==> config.mk <==
export PLATFORM = sky130hd
export DESIGN_NAME = dmem_arbiter
export DESIGN_NICKNAME = d
export VERILOG_FILES = /design/src/rtl/dmem_arbiter.sv
export SDC_FILE = /design/constraint.sdc
export NUM_CORES = 1
export LEC_CHECK = 0
export BUFFER_PORTS_ARGS = -buffer_cell sky130_fd_sc_hd__buf_4
export CORE_ASPECT_RATIO = 0.9
export CORE_MARGIN = 8
export CORE_UTILIZATION = 41
export DETAILED_ROUTE_END_ITERATION = 16
export MAX_ROUTING_LAYER = met4
export PLACE_DENSITY_LB_ADDON = 0.05
export SLEW_MARGIN = 10
export SYNTH_ARGS = -nofsm -noshare
export SYNTH_HDL_FRONTEND = slang
export SYNTH_SLANG_ARGS = --single-unit
==> constraint.sdc <==
create_clock -name i_clk -period 7.35 [get_ports i_clk]
set_input_delay 1.8375 -clock i_clk [delete_from_list [all_inputs] [get_ports i_clk]]
set_output_delay 1.8375 -clock i_clk [all_outputs]
set_load 0.005 [all_outputs]
==> src/rtl/dmem_arbiter.sv <==
// Data-memory arbiter: one BRAM port shared by loads and committed stores, 2-cycle load pipeline with ROB flush.
// Optional macro DMEM_ARB_SUBWORD_EN adds LB/LH/LHU loads and SH stores.
module dmem_arbiter #(
  parameter int STARVE_MAX = 4
) (
  input  logic        i_clk,
  input  logic        i_reset,
  input  logic        i_ld_req_valid,
  output logic        o_ld_req_ready,
  input  logic [31:0] i_ld_addr,
  input  logic [2:0]  i_ld_func3,
  input  logic [4:0]  i_ld_rob_tag,
  input  logic [6:0]  i_ld_pd,
  input  logic        i_st_req_valid,
  output logic        o_st_req_ready,
  input  logic [31:0] i_st_addr,
  input  logic [31:0] i_st_wdata,
  input  logic [2:0]  i_st_func3,
  output logic        o_mem_en,
  output logic [3:0]  o_mem_we,
  output logic [29:0] o_mem_addr,
  output logic [31:0] o_mem_wdata,
  input  logic [31:0] i_mem_rdata,
  output logic        o_ld_resp_valid,
  output logic [31:0] o_ld_resp_data,
  output logic [4:0]  o_ld_resp_rob_tag,
  output logic [6:0]  o_ld_resp_pd,
  input  logic        i_mispredict,
  input  logic [4:0]  i_mispredict_tag,
  input  logic [4:0]  i_curr_rob_tag
);

  localparam int CW = $clog2(STARVE_MAX + 1);

  logic [CW-1:0] r_starve_cnt;
  logic          r_s1_valid, r_s2_valid;
  logic [4:0]    r_s1_tag, r_s2_tag;
  logic [6:0]    r_s1_pd, r_s2_pd;
  logic [2:0]    r_s1_func3, r_s2_func3;
  logic [1:0]    r_s1_off, r_s2_off;

  logic        w_ld_blocked, w_ld_prio, w_ld_grant, w_st_grant;
  logic        w_s1_kill, w_s2_kill;
  logic [7:0]  w_byte;
  logic [31:0] w_ld_data;

  // Tag strictly inside the circular window (lo, hi); lo == hi is an empty window.
  function automatic logic in_window(input logic [4:0] tag, input logic [4:0] lo,
                                     input logic [4:0] hi);
    logic [4:0] d, w;
    d = tag - lo;
    w = hi - lo;
    return (d != 5'd0) && (d < w);
  endfunction

  assign w_ld_blocked = i_mispredict && in_window(i_ld_rob_tag, i_mispredict_tag, i_curr_rob_tag);
  assign w_ld_prio    = (r_starve_cnt == CW'(STARVE_MAX));
  assign w_s1_kill    = i_mispredict && in_window(r_s1_tag, i_mispredict_tag, i_curr_rob_tag);
  assign w_s2_kill    = i_mispredict && in_window(r_s2_tag, i_mispredict_tag, i_curr_rob_tag);

  assign o_ld_req_ready = ~i_reset & ~w_ld_blocked & (w_ld_prio | ~i_st_req_valid);
  assign o_st_req_ready = ~i_reset & ~(w_ld_prio & i_ld_req_valid & ~w_ld_blocked);
  assign w_ld_grant     = i_ld_req_valid & o_ld_req_ready;
  assign w_st_grant     = i_st_req_valid & o_st_req_ready;

  always_comb begin
    o_mem_en    = 1'b0;
    o_mem_we    = 4'b0000;
    o_mem_addr  = '0;
    o_mem_wdata = '0;
    if (w_st_grant) begin
      o_mem_en    = 1'b1;
      o_mem_addr  = i_st_addr[31:2];
      o_mem_wdata = i_st_wdata;
      case (i_st_func3)
        3'b010: o_mem_we = 4'b1111;
        3'b000: begin
          o_mem_we    = 4'b0001 << i_st_addr[1:0];
          o_mem_wdata = {4{i_st_wdata[7:0]}};
        end
`ifdef DMEM_ARB_SUBWORD_EN
        3'b001: begin
          o_mem_we    = i_st_addr[1] ? 4'b1100 : 4'b0011;
          o_mem_wdata = {2{i_st_wdata[15:0]}};
        end
`endif
        default: o_mem_we = 4'b0000;
      endcase
    end else if (w_ld_grant) begin
      o_mem_en   = 1'b1;
      o_mem_addr = i_ld_addr[31:2];
    end
  end

`ifdef DMEM_ARB_SUBWORD_EN
  logic [15:0] w_half;
  assign w_half = r_s2_off[1] ? i_mem_rdata[31:16] : i_mem_rdata[15:0];
`endif

  assign w_byte = i_mem_rdata[{r_s2_off, 3'b000} +: 8];

  always_comb begin
    w_ld_data = '0;
    case (r_s2_func3)
      3'b010: w_ld_data = i_mem_rdata;
      3'b100: w_ld_data = {24'd0, w_byte};
`ifdef DMEM_ARB_SUBWORD_EN
      3'b000: w_ld_data = {{24{w_byte[7]}}, w_byte};
      3'b001: w_ld_data = {{16{w_half[15]}}, w_half};
      3'b101: w_ld_data = {16'd0, w_half};
`endif
      default: w_ld_data = '0;
    endcase
  end

  // S2 lines up with the BRAM read data; a flush in that same cycle still hides it.
  assign o_ld_resp_valid   = r_s2_valid & ~w_s2_kill;
  assign o_ld_resp_data    = o_ld_resp_valid ? w_ld_data : '0;
  assign o_ld_resp_rob_tag = o_ld_resp_valid ? r_s2_tag : '0;
  assign o_ld_resp_pd      = o_ld_resp_valid ? r_s2_pd : '0;

  always_ff @(posedge i_clk or posedge i_reset) begin
    if (i_reset) begin
      r_starve_cnt <= '0;
      r_s1_valid   <= 1'b0;
      r_s2_valid   <= 1'b0;
      r_s1_tag     <= '0;
      r_s2_tag     <= '0;
      r_s1_pd      <= '0;
      r_s2_pd      <= '0;
      r_s1_func3   <= '0;
      r_s2_func3   <= '0;
      r_s1_off     <= '0;
      r_s2_off     <= '0;
    end else begin
      r_s1_valid <= w_ld_grant;
      if (w_ld_grant) begin
        r_s1_tag   <= i_ld_rob_tag;
        r_s1_pd    <= i_ld_pd;
        r_s1_func3 <= i_ld_func3;
        r_s1_off   <= i_ld_addr[1:0];
      end
      r_s2_valid <= r_s1_valid & ~w_s1_kill;
      r_s2_tag   <= r_s1_tag;
      r_s2_pd    <= r_s1_pd;
      r_s2_func3 <= r_s1_func3;
      r_s2_off   <= r_s1_off;
      if (w_ld_grant || !i_ld_req_valid)
        r_starve_cnt <= '0;
      else if (w_st_grant && !w_ld_prio)
        r_starve_cnt <= r_starve_cnt + 1'b1;
    end
  end

endmodule

==> results.sh <==
export IMPL_status="finished, final reports clean"
export IMPL_startpoint_type="primary input"
export IMPL_ys_warn_count=0
export IMPL_wire_per_inst_um=19.11
export IMPL_synth_simple_gate_area_share_pct=21.37
export IMPL_first_iter_violations=274
export IMPL_synthArstFlopShare_pct=100.0
export IMPL_netlist_area_leader_share_pct=26.41
export IMPL_grt_max_degree=46
export IMPL_peakVddDrop_v=0.0001228
export IMPL_htree_levels=2
export IMPL_synth_edf_count=0
export IMPL_cts_path_max_buffers=2
export IMPL_port_buffers=274
export IMPL_vias=4290
export IMPL_synth_net_count=620
export IMPL_synthCells=431
export IMPL_seq_power_share_pct=29.4
export IMPL_slowest_stage="fa_1"
export IMPL_end_kind="output port"
export IMPL_clockRootBuffer="clkbuf_8"
export IMPL_setup_violations=0
export IMPL_slew_viol_final=0
export IMPL_detail_route_antenna_nets=0
export IMPL_finalCriticalPeriod_ps=6798
export IMPL_synth_area_leaders="dfrtp_1, ha_1, a22o_1"
export IMPL_gr_total_overflow=0
export IMPL_setup_slack_ps=552.1
export IMPL_std_cell_rows=33
export IMPL_hpwlAfterDp_um=13160
export IMPL_numCtsBuffers=5
export IMPL_seq_area_frac_synth_pct=26.41
export IMPL_syn_to_final_growth_pct=60.28
export IMPL_insertedDiodeCount=0
export IMPL_start_util_pct=41.43
export IMPL_muxShareOfSynthArea_pct=10.33
export IMPL_antenna_found_initial=0
export IMPL_cp_required_ps=5510
export IMPL_leakagePower_nw=2.954
export IMPL_period_share_pct=92.49
export IMPL_critPathMaxStageDelay_ps=510
export IMPL_arrival_ps=4960
export IMPL_fp_dieW_um=116.1
export IMPL_hold_buffers=0
export IMPL_hold_slack_ps=374.7
export IMPL_core_um2=8919
export IMPL_ys_seq_elements=39
export IMPL_max_freq_mhz=147.1
export IMPL_synthesis_area_um2=3695
export IMPL_via_per_inst=5.290
export IMPL_synth_top_family_by_area="compound AO/OA/AOI/OAI gates"
export IMPL_synthDistinctLibCells=48
export IMPL_synth_compound_area_share_pct=21.61
export IMPL_drc=0
export IMPL_worstSkewPairLatency_ps=290
export IMPL_die_area_um2=12310
export IMPL_postSynthAreaPerCell_um2=8.573
export IMPL_rsz0062_at_grt="false"
export IMPL_drive_above_1_share_pct=46.30
export IMPL_layout_nets=878
export IMPL_first_pass_iters=4
export IMPL_cts_resized=0
export IMPL_finClkSkew_ps=6.913
export IMPL_grt_pass1_vias=4488
export IMPL_synth_ff_type="dfrtp_1"
export IMPL_cap_violations=0
export IMPL_powerDensity_nw_per_um2=184.4
export IMPL_gp_routability_congestion=0.9084
export IMPL_p_sw_uw=416.9
export IMPL_fp_dieH_um=106.1
export IMPL_path_common_cell="buf_4"
export IMPL_finalHoldViolCount=0
export IMPL_pin_count=275
export IMPL_clkTransAtPathRegs_ps=70
export IMPL_cts_tree="yes"
export IMPL_grt_total_usage_pct=24.91
export IMPL_power_mw=1.092
export IMPL_slew_headroom_pct=21.84
export IMPL_critPathMaxFanout=45
export IMPL_synth_adder_area_share_pct=10.60
export IMPL_p_sw_share_pct=38.19
export IMPL_worstMarginPinSlew_ps=1167
export IMPL_clkSinkCount=39
export IMPL_synth_area_leader_cell="dfrtp_1"
export IMPL_post_cts_buffers=0
export IMPL_synth_xor_area_share_pct=3.319
export IMPL_grt_pass1_wl_um=23630
export IMPL_tns_ps=0
export IMPL_place_ws_ps=533.2
export IMPL_p_int_uw=674.8
export IMPL_p_clk_share_pct=15.7
export IMPL_drt_wl_total_um=15500
export IMPL_power_frac_comb_pct=54.8
export IMPL_critical_path_class="in2out"
export IMPL_path_cells="buf_4, inv_1, fa_1, xnor2_1, ha_1, a21oi_1, o21ai_0, maj3_2, a2111oi_4, buf_4, nor3_1, buf_4"
export IMPL_hold_class="reg2reg"
metal layers:
layer,GRT usage [%],wire [um],vias to the layer above,part of all wire [%]
li1,-,-,2081,-
met2,43.81,7938,183,51
met5,-,0,-,0
met3,5.949,1218,25,7.9
met4,7.031,373,0,2.4
met1,27.29,5968,2001,39
cells in the final DEF (no fill, tap or decap), drive strengths merged, types with 6 or more instances in the layout:
| cell | n |
|---|---|
| nor3 | 36 |
| nor3b | 13 |
| o21ai | 6 |
| inv | 20 |
| a21o | 7 |
| mux2 | 17 |
| xnor2 | 7 |
| mux4 | 8 |
| nand2 | 64 |
| buf | 281 |
| a22o | 31 |
| nand3 | 6 |
| dfrtp | 39 |
| a21oi | 48 |
| and2 | 10 |
| ha | 24 |
| a22oi | 8 |
| xor2 | 7 |
worst max-delay path: cells and delay by family:
kind | cells | cell delay [ps]
fa+ha+maj | 3 | 1180
xor+xnor | 1 | 350
simple gates | 1 | 140
buf+inv | 4 | 850
compound gates | 3 | 610
area by class of cell:
| class | instances | area [um2] |
|---|---|---|
| clock buffer | 5 | 68.82 |
| fill | 763 | 2997 |
| clock inverter | 2 | 37.54 |
| inverter | 20 | 75.07 |
| sequential | 39 | 975.9 |
| tap | 122 | 152.6 |
| multi-input combinational | 342 | 2502 |
| timing repair buffer | 281 | 2110 |
synth_stat cells, drive strengths merged, types with 6 or more instances:
cell and instances:
buf 15, a22o 31, nand2 64, a21o 7, a22oi 8, o21ai 6
nor3 36, nand3 6, inv 20, ha 24, xnor2 7, dfrtp 39
xor2 7, and2 10, mux2 17, nor3b 13, mux4 8, clkbuf 15
a21oi 48
metrics by stage:
step / area (um2) / instances / utilization, %
global placement: 5816 / 804 / 65.21
detailed placement: 5816 / 804 / 65.21
global route: 5922 / 811 / 66.40
finish: 5922 / 811 / 66.40
CTS: 5922 / 811 / 66.40
floorplan: 3695 / 431 / -
power by group through the flow:
stage | clock network, mW | registers [mW] | logic (mW)
floorplan | 0 | 0.301 | 0.412
global placement | 0 | 0.324 | 0.577
detailed placement | 0 | 0.326 | 0.596
CTS | 0.174 | 0.322 | 0.599
global route | 0.184 | 0.330 | 0.654
finish | 0.172 | 0.321 | 0.598
registers in the layout (all words and copies together), names as in the netlist:
register / count
r_s1_func3: 3
r_s2_valid: 1
r_s1_off: 2
r_s2_func3: 3
r_starve_cnt: 3
r_s1_tag: 5
r_s1_pd: 7
r_s2_pd: 7
r_s2_tag: 5
r_s2_off: 2
r_s1_valid: 1
path summary, 6_finish.rpt:
kind | start | to | slack [ps] | depth (start not counted)
min in group asynchronous | i_reset | r_s2_tag[1]$_DFF_PP0_ | 1650 | 2
worst max register to register | r_starve_cnt[0]$_DFFE_PP0P_ | r_s1_tag[3]$_DFFE_PP0N_ | 4640 | 8
max in group asynchronous | i_reset | r_s2_func3[1]$_DFF_PP0_ | 4970 | 3
worst min-delay path | r_s1_func3[0]$_DFFE_PP0N_ | r_s2_func3[0]$_DFF_PP0_ | 370 | 0
worst min register to register | r_s1_func3[0]$_DFFE_PP0N_ | r_s2_func3[0]$_DFF_PP0_ | 370 | 0
worst max-delay path | i_mispredict_tag[1] | o_ld_resp_data[1] | 550 | 12
cells by family after synthesis:
group           Yosys count
compound gates          115
xor+xnor                 14
fa+ha+maj                29
buf+inv                  50
flops                    39
mux                      26
simple gates            158
Power figures use the tool's default switching activity.
